<file path="src/rtl/nec_ir_encoder.sv">
`timescale 1ns/1ps
`default_nettype none
// ============================================================================
//  Module   : nec_ir_encoder
//  Purpose  : NEC-format infrared transmitter. A 32-bit command word is taken
//             through a start/ready handshake. It is serialised as a leader
//             (16 units mark, 8 units space), then 32 data bits LSB first
//             (1 unit mark; 1 unit space for a 0, 3 units for a 1), then a
//             1-unit stop mark. A gap of GAP_UNITS space follows before the
//             encoder reports ready again.
//  Revision : 1.0 - initial release
// ----------------------------------------------------------------------------
//  Ports
//    clk          in   1   system clock
//    rst          in   1   asynchronous reset, active low (0 = reset)
//    start        in   1   send request, honoured only while ready=1
//    repeat_code  in   1   (NEC_REPEAT_EN builds only) sampled with start;
//                          1 = send the NEC repeat code instead of a frame
//    command      in  32   frame word, bit 0 transmitted first
//    ready        out  1   encoder idle, a start will be accepted
//    done         out  1   one-cycle pulse on the last cycle of the gap
//    env_out      out  1   frame envelope, 1 = mark
//    ir_out       out  1   env_out gated with the carrier
// ----------------------------------------------------------------------------
//  Build option
//    NEC_REPEAT_EN : when defined, adds the repeat_code input. The repeat
//                    code is 16 units mark, 4 units space and 1 unit mark,
//                    followed by the normal gap. When undefined, only full
//                    frames are produced.
//    The NEC name for that input is "repeat". It is a reserved word in
//    SystemVerilog, so the port is called repeat_code.
// ============================================================================
module nec_ir_encoder #(
  parameter int CLK_HZ     = 25000000,
  parameter int CARRIER_HZ = 38000,
  parameter int UNIT_HZ    = 1778,
  parameter int GAP_UNITS  = 16
) (
  input  logic        clk,
  input  logic        rst,
  input  logic        start,
`ifdef NEC_REPEAT_EN
  input  logic        repeat_code,
`endif
  input  logic [31:0] command,
  output logic        ready,
  output logic        done,
  output logic        env_out,
  output logic        ir_out
);

  // --------------------------------------------------------------------------
  // Derived timing constants
  // --------------------------------------------------------------------------
  localparam int c_unit_cyc  = CLK_HZ / UNIT_HZ;
  localparam int c_car_cyc   = CLK_HZ / CARRIER_HZ;
  localparam int c_car_hi    = c_car_cyc / 2;
  localparam int c_uw        = (c_unit_cyc > 1) ? $clog2(c_unit_cyc) : 1;
  localparam int c_cw        = (c_car_cyc > 1) ? $clog2(c_car_cyc) : 1;
  localparam int c_max_units = (GAP_UNITS > 16) ? GAP_UNITS : 16;
  localparam int c_dw        = $clog2(c_max_units + 1);

  localparam logic [c_uw-1:0] c_unit_last = c_uw'(c_unit_cyc - 1);
  localparam logic [c_cw-1:0] c_car_last  = c_cw'(c_car_cyc - 1);
  localparam logic [c_cw-1:0] c_car_hi_v  = c_cw'(c_car_hi);

  // State durations are stored as (units - 1). This lets them be compared
  // directly with the units-elapsed counter on the closing unit boundary.
  localparam logic [c_dw-1:0] c_d_lead_mark  = c_dw'(15);
  localparam logic [c_dw-1:0] c_d_lead_space = c_dw'(7);
  localparam logic [c_dw-1:0] c_d_rpt_space  = c_dw'(3);
  localparam logic [c_dw-1:0] c_d_one_unit   = c_dw'(0);
  localparam logic [c_dw-1:0] c_d_one_space  = c_dw'(2);
  localparam logic [c_dw-1:0] c_d_gap        = c_dw'(GAP_UNITS - 1);

  typedef enum logic [2:0] {
    S_IDLE       = 3'd0,
    S_LEAD_MARK  = 3'd1,
    S_LEAD_SPACE = 3'd2,
    S_BIT_MARK   = 3'd3,
    S_BIT_SPACE  = 3'd4,
    S_STOP_MARK  = 3'd5,
    S_GAP        = 3'd6
  } state_t;

  // --------------------------------------------------------------------------
  // Registers
  // --------------------------------------------------------------------------
  state_t            r_state;
  logic [c_uw-1:0]   r_unit;    // cycle within the current unit
  logic [c_dw-1:0]   r_ucnt;    // units elapsed in the current state
  logic [c_cw-1:0]   r_car;     // carrier phase, valid during marks
  logic [31:0]       r_shift;   // bit 0 is the bit being transmitted
  logic [4:0]        r_bit;     // index of the bit being transmitted
  logic              r_rpt;     // current transfer is a repeat code

  // --------------------------------------------------------------------------
  // Next-state signals
  // --------------------------------------------------------------------------
  state_t            w_state_nxt;
  logic [c_uw-1:0]   w_unit_nxt;
  logic [c_dw-1:0]   w_ucnt_nxt;
  logic [c_cw-1:0]   w_car_nxt;
  logic [31:0]       w_shift_nxt;
  logic [4:0]        w_bit_nxt;
  logic              w_rpt_nxt;
  logic              w_rpt_req;
  logic              w_accept;
  logic              w_unit_wrap;
  logic              w_state_end;
  logic [c_dw-1:0]   w_dur_last;
  logic              w_mark_nxt;
  logic              w_done_nxt;

`ifdef NEC_REPEAT_EN
  assign w_rpt_req = repeat_code;
`else
  assign w_rpt_req = 1'b0;
`endif

  // --------------------------------------------------------------------------
  // Next-state and output decode
  // --------------------------------------------------------------------------
  always_comb begin
    w_accept    = start && ready;
    w_unit_wrap = (r_unit == c_unit_last);

    // Length of the current state in units, minus one.
    w_dur_last = c_d_one_unit;
    case (r_state)
      S_LEAD_MARK:  w_dur_last = c_d_lead_mark;
      S_LEAD_SPACE: w_dur_last = r_rpt ? c_d_rpt_space : c_d_lead_space;
      S_BIT_MARK:   w_dur_last = c_d_one_unit;
      S_BIT_SPACE:  w_dur_last = r_shift[0] ? c_d_one_space : c_d_one_unit;
      S_STOP_MARK:  w_dur_last = c_d_one_unit;
      S_GAP:        w_dur_last = c_d_gap;
      default:      w_dur_last = c_d_one_unit;
    endcase

    w_state_end = w_unit_wrap && (r_ucnt == w_dur_last);

    w_state_nxt = r_state;
    w_unit_nxt  = w_unit_wrap ? '0 : r_unit + 1'b1;
    w_ucnt_nxt  = w_unit_wrap ? r_ucnt + 1'b1 : r_ucnt;
    w_shift_nxt = r_shift;
    w_bit_nxt   = r_bit;
    w_rpt_nxt   = r_rpt;

    if (r_state == S_IDLE) begin
      // The timing counters stay at zero while idle. Each frame therefore
      // starts on a fresh unit boundary.
      w_unit_nxt = '0;
      w_ucnt_nxt = '0;
      if (w_accept) begin
        w_state_nxt = S_LEAD_MARK;
        w_shift_nxt = command;
        w_bit_nxt   = 5'd0;
        w_rpt_nxt   = w_rpt_req;
      end
    end else if (w_state_end) begin
      w_ucnt_nxt = '0;
      case (r_state)
        S_LEAD_MARK:  w_state_nxt = S_LEAD_SPACE;
        S_LEAD_SPACE: w_state_nxt = r_rpt ? S_STOP_MARK : S_BIT_MARK;
        S_BIT_MARK:   w_state_nxt = S_BIT_SPACE;
        S_BIT_SPACE: begin
          w_shift_nxt = {1'b0, r_shift[31:1]};
          if (r_bit == 5'd31) begin
            w_state_nxt = S_STOP_MARK;
          end else begin
            w_state_nxt = S_BIT_MARK;
            w_bit_nxt   = r_bit + 1'b1;
          end
        end
        S_STOP_MARK:  w_state_nxt = S_GAP;
        S_GAP:        w_state_nxt = S_IDLE;
        default:      w_state_nxt = S_IDLE;
      endcase
    end

    w_mark_nxt = (w_state_nxt == S_LEAD_MARK) ||
                 (w_state_nxt == S_BIT_MARK)  ||
                 (w_state_nxt == S_STOP_MARK);

    // The carrier phase is held at zero through spaces. Every burst
    // therefore begins on the high half of the carrier. No two marks are
    // adjacent, so "entering a mark" is the same as "previous cycle was a
    // space".
    if (w_mark_nxt && env_out) begin
      w_car_nxt = (r_car == c_car_last) ? '0 : r_car + 1'b1;
    end else begin
      w_car_nxt = '0;
    end

    // The outputs are registered from next-state values. done therefore
    // lines up with the final GAP cycle itself, not with the IDLE cycle
    // after it.
    w_done_nxt = (w_state_nxt == S_GAP) &&
                 (w_unit_nxt == c_unit_last) &&
                 (w_ucnt_nxt == c_d_gap);
  end

  // --------------------------------------------------------------------------
  // State and output registers
  // --------------------------------------------------------------------------
  always_ff @(posedge clk or negedge rst) begin
    if (!rst) begin
      r_state <= S_IDLE;
      r_unit  <= '0;
      r_ucnt  <= '0;
      r_car   <= '0;
      r_shift <= '0;
      r_bit   <= 5'd0;
      r_rpt   <= 1'b0;
      ready   <= 1'b1;
      done    <= 1'b0;
      env_out <= 1'b0;
      ir_out  <= 1'b0;
    end else begin
      r_state <= w_state_nxt;
      r_unit  <= w_unit_nxt;
      r_ucnt  <= w_ucnt_nxt;
      r_car   <= w_car_nxt;
      r_shift <= w_shift_nxt;
      r_bit   <= w_bit_nxt;
      r_rpt   <= w_rpt_nxt;
      ready   <= (w_state_nxt == S_IDLE);
      done    <= w_done_nxt;
      env_out <= w_mark_nxt;
      ir_out  <= w_mark_nxt && (w_car_nxt < c_car_hi_v);
    end
  end

endmodule
`default_nettype wire

</file>
<file path="config.mk">
export PLATFORM = sky130hd
export DESIGN_NAME = nec_ir_encoder
export DESIGN_NICKNAME = d
export VERILOG_FILES = /design/src/rtl/nec_ir_encoder.sv
export SDC_FILE = /design/constraint.sdc
export NUM_CORES = 1
export LEC_CHECK = 0
export BUFFER_PORTS_ARGS = -buffer_cell sky130_fd_sc_hd__clkbuf_2
export CAP_MARGIN = 15
export CORE_AREA = 2 2 83 85
export DETAILED_ROUTE_END_ITERATION = 7
export DIE_AREA = 0 0 85 87
export HOLD_SLACK_MARGIN = 0.12
export PLACE_DENSITY = 0.88
export RECOVER_POWER = 25
export SLEW_MARGIN = 20
export SYNTH_ARGS = -nofsm -noshare
export SYNTH_HDL_FRONTEND = slang
export SYNTH_SLANG_ARGS = --single-unit
</file>
<file path="constraint.sdc">
create_clock -name clk -period 6.2 [get_ports clk]
set_input_delay 0.93 -clock clk [delete_from_list [all_inputs] [get_ports clk]]
set_output_delay 0.93 -clock clk [all_outputs]
set_load 0.01 [all_outputs]
</file>
Word level (Yosys, flattened, before mapping)
Cells that the tools add are included.

Register bits: 73. Latch bits: 0. Bits in writable memories: 0. ROM bits: 0. Input port bits: 35. Output and inout port bits: 4. Memories: 0.

Add/sub/neg operators: 4. $mul: 0. Divide/modulo/power cells: 0. $lt $le $gt $ge: 1. Equal/unequal tests: 18. Shift operators: 0. Muxes and demuxes: 23. Bitwise logic cells: 0. Reductions and logical operators: 15.

Operators by type and width (number): 32-bit 2-to-1 mux (4); 5-bit 2-to-1 mux (8); 14-bit == test (second input constant) (2); 14-bit 2-to-1 mux (2); 10-bit 2-to-1 mux (2); 3-bit == test (second input constant) (5); 3-bit one-hot mux with 5 select lines (1); 14-bit by 1-bit adder with 14-bit output (second input constant) (1); 3-bit 2-to-1 mux (4); 4-bit one-hot mux with 3 select lines (1); 10-bit by 1-bit adder with 10-bit output (second input constant) (1); 5-bit by 1-bit adder with 5-bit output (second input constant) (2); 10-bit == test (second input constant) (1); 10-bit by 9-bit < comparator with 1-bit output (second input constant) (1); 3-bit by 2-bit == test with 1-bit output (second input constant) (3); 3-bit by 1-bit == test with 1-bit output (second input constant) (2); 1-bit logical AND (6); 3-bit logical NOT (2); 5-bit by 4-bit == test with 1-bit output (second input constant) (1); 5-bit == test (1); 5-bit == test (second input constant) (1); 2-bit != test (second input constant) (2); 4-bit AND reduction (1); 2-bit nonzero test (2); other kinds (4) (5).

Logic depth before layout (Yosys ltp)
Word-level depth: 14. Gate-level depth with buffers: 8. Depth with buffers taken out: 8.

Least setup slack after synthesis
Ideal clock, no wire load.

Path type: register to register. Start: register r_unit[0]. End: register r_shift[10]. Library setup time: 0.120 ns. Arrival: 2.460 ns. Data required time: 6.080 ns. Path slack: 3.621 ns. Stages on the path, launching flop included: 9. Cells stage by stage: dfrtp_1 > ha_1 > or4b_1 > or4_4 > nor3_4 > nand4_1 > clkbuf_1 > o22ai_1 > nor2_1.

Longest elaborated chain between the ends: 4.

Ends and longest elaborated chain: from (decl) (RTL line 90) `logic [c_uw-1:0] r_unit;`; from (signal assigned) (RTL line 221) `r_unit <= w_unit_nxt;`; 14-bit == test (RTL line 126) `w_unit_wrap = (r_unit == c_unit_last);`; 1-bit logical AND (RTL line 140) `w_state_end = w_unit_wrap && (r_ucnt == w_dur_last);`; 2-bit nonzero test (no line); 3-bit AND reduction (no line); to (signal assigned) (RTL line 224) `r_shift <= w_shift_nxt;`; to (decl) (RTL line 93) `logic [31:0] r_shift;`.

Every way passes these cells. A chain may end at the register's enable or synchronous reset.

==> results.py <==
metrics = {
    "grt": {
        "groute.usage.overall_pct": 23.37,
        "grt-ovfl-total": 0,
        "grt_pass1_vias": 2960,
        "grt_pass1_wl_um": 13580,
        "grt_max_degree": 74,
        "antenna_found_initial": 0,
    },
    "die": {
        "io_pins": 39,
        "core-area_um2": 6569,
        "die_w_um": 85,
        "initial_core_util_pct": 56.34,
        "die_h_um": 87,
        "fp.dieArea_um2": 7395,
        "fp-row-count": 30,
    },
    "timing": {
        "fin_crit_sh_pct": 65.14,
        "slew_headroom_pct": -147.7,
        "slew_violations": 74,
        "max_freq_mhz": 247.6,
        "setup_tns_ns": 0,
        "finalCriticalPeriod_ns": 4.039,
        "hold_slack_ns": 0.5125,
        "rsz0062_at_grt": "no",
        "finalSetupViolCount": 0,
        "tightest_slew_ns": 3.716,
        "skew_ns": 0.007851,
        "hold_viol": 0,
    },
    "synthesis": {
        "syn_nets": 451,
        "syn_area_per_cell_um2": 9.027,
        "synth-async-reset-ratio_pct": 100.0,
        "synth-edff-count": 0,
        "ys_warn_count": 0,
        "synth_cell_types": 51,
        "yosys.area.top_type": "dfrtp_1",
        "synth_top_area_share_pct": 48.68,
        "synth_area_leaders": "dfrtp_1 (49%), nor2_1 (11%), o22ai_1 (5.4%)",
        "synth_cells": 410,
        "synth_seq_cells": 73,
        "syn-cell-area_um2": 3701,
        "synth_flop_cell": "dfrtp_1",
        "seq_area_frac_synth_pct": 49.39,
    },
    "drt": {
        "highest_layer": "met4",
        "drt_iter0_drc": 249,
        "remaining_drc_errors": 0,
        "dr_wl_met3_um": 375,
        "routedWlPerCell_um": 14.89,
        "drt-met1-wl_um": 3467,
        "route.final.wire_length_um": 7908,
        "dr_total_vias": 3125,
        "dr.pass1.iters": 4,
        "ant_nets": 0,
        "met2_length_um": 3896,
        "viasPerCell": 5.885,
    },
    "clock_tree": {
        "h-tree-depth": 3,
        "cts_setup_buffers": 0,
        "cts_resized": 0,
        "numCtsBuffers": 9,
        "cts_tree": "built",
        "clockBufferDepth": 2,
        "cts_sinks": 73,
        "clock_latency_ns": 0.36,
        "ctsHoldBuffers": 0,
        "cts_root_buffer": "clkbuf_8",
        "clkTransAtPathRegs_ns": 0.07,
    },
    "placed_design": {
        "placedCellCount": 515,
        "place.gp.congestion": 0.8265,
        "port_buffers": 38,
        "dp_hpwl_um": 5238,
    },
    "pwr": {
        "ir_worst_vdd_mv": 0.1797,
        "leakagePower_nw": 1.959,
        "powerDensity_nw_per_um2": 219.9,
    },
    "worst_setup_path": {
        "start_kind": "primary input",
        "crit_chain": "buf_2, clkbuf_1",
        "crit_fanout": 73,
        "end_kind": "asynchronous set/reset pin",
        "crit_slowest_cell": "clkbuf_1",
        "crit_type": "primary input to asynchronous set/reset pin",
        "worstPathRequired_ns": 5.82,
        "slowest_delay_ns": 2.60,
        "timing.critical_path.arrival_ns": 3.65,
        "critical-path-top-delay-family": "buffers and inverters",
        "path_buf_inv": 2,
    },
    "layout": {
        "nFillCells": 512,
        "fin_cells": 531,
        "diodes": 0,
        "layout-drive-gt1-share_pct": 14.86,
        "final_common_cell": "nor2_1",
        "area_delta_synth_final_pct": 12.68,
        "nets": 487,
        "layout_common_cells": "nor2_1 (104), dfrtp_1 (72), clkbuf_2 (37)",
    },
    "worst_hold_path": {
        "hold_class": "flop to flop",
    },
    "run_status": {
        "status": "finished with violations",
        "violations": "capacitance limit, slew limit",
    },
    "run": {
        "max_cap_viol_count": 1,
    },
}
## where the power goes
part | leakage [nW] | internal, mW | switching [mW]
sequential | 0.961 | 0.476 | 0
clock | 0.111 | 0.249 | 0.172
combinational | 0.887 | 0.00760 | 0.0123
total | 1.96 | 0.733 | 0.184
## sequential cells by signal (all words and copies together), names as in the netlist
name     flops
r_state      3
ready        1
r_unit      14
done         1
r_car       10
env_out      1
r_shift     32
ir_out       1
r_ucnt       5
r_bit        5
## cells in the mapped netlist (5+ instances only)
cell type	count
dfrtp_1	72
xor2_1	9
nand2_1	28
a21oi_1	9
nor2_1	104
xnor2_1	16
and3_1	7
buf_2	5
nor4_1	6
inv_1	9
or2_2	5
nand3_1	18
nor3_1	9
o22ai_1	32
nand4_1	6
clkbuf_1	11
ha_1	6
o21ai_0	12
## kinds of logic (layout without fill, tap and decap cells)
kind of cell	count (synthesis)	in the layout	synth area share (%)
xor gates and xnor gates	25	25	5.916
DFF	73	73	49.39
AOI/OAI and AO/OA	69	69	12.24
buffers and inverters	27	68	2.907
adders and majority gates	6	6	2.028
and+or+nand+nor	208	208	26.98
muxes	2	2	0.5409
## metrics by stage
step	power [mW]	utilization (%)	setup slack, ns	instance area, um^2
6_report	0.9171	63.49	2.161	4170
4_1_cts	0.9270	63.54	2.894	4174
3_3_place_gp	0.5060	60.15	3.066	3951
3_5_place_dp	0.5063	60.15	2.944	3951
2_1_floorplan	0.4853	-	3.621	3701
5_1_grt	0.9526	63.49	1.383	4170
## worst register-to-register path, cell delays in order (launching register included)
cell and delay (ns):
dfrtp_1 0.41, ha_1 0.30, or4b_1 0.52, or4_4 0.60
nor3_4 0.22, nand4_1 0.51, buf_4 0.42, o22ai_1 0.17
nor2_1 0.07
## layout make-up
type                    instances  area (um^2)  area share, %
clock buffers                  14        162.7          3.900
clock inverters                 2        60.06          1.440
inverters                      10        37.54         0.9001
multi-input cells             310         1765          42.33
flip-flops and latches         73         1828          43.83
well taps                      80        100.1          2.400
repair buffers                 42        216.5          5.191
## metal layers
layer	vias to the layer above	GRT usage (%)
li1	1505	-
met1	1507	30.41
met2	94	37.57
met3	19	5.877
met4	0	9.668
met5	-	0
## worst paths after layout
check / from / end / slack [ns] / depth (start not counted)
max: rst / r_shift[31]$_DFFE_PN0P_ / 2.16 / 2
min: r_unit[0]$_DFF_PN0_ / r_unit[0]$_DFF_PN0_ / 0.51 / 1
max reg2reg: r_unit[0]$_DFF_PN0_ / r_shift[19]$_DFFE_PN0P_ / 2.86 / 8
min reg2reg: r_unit[0]$_DFF_PN0_ / r_unit[0]$_DFF_PN0_ / 0.51 / 1
max in group clk: r_unit[0]$_DFF_PN0_ / r_shift[19]$_DFFE_PN0P_ / 2.86 / 8
min in group asynchronous: rst / r_unit[13]$_DFF_PN0_ / 1.95 / 2
No activity file was read; power rests on OpenSTA's default activity.
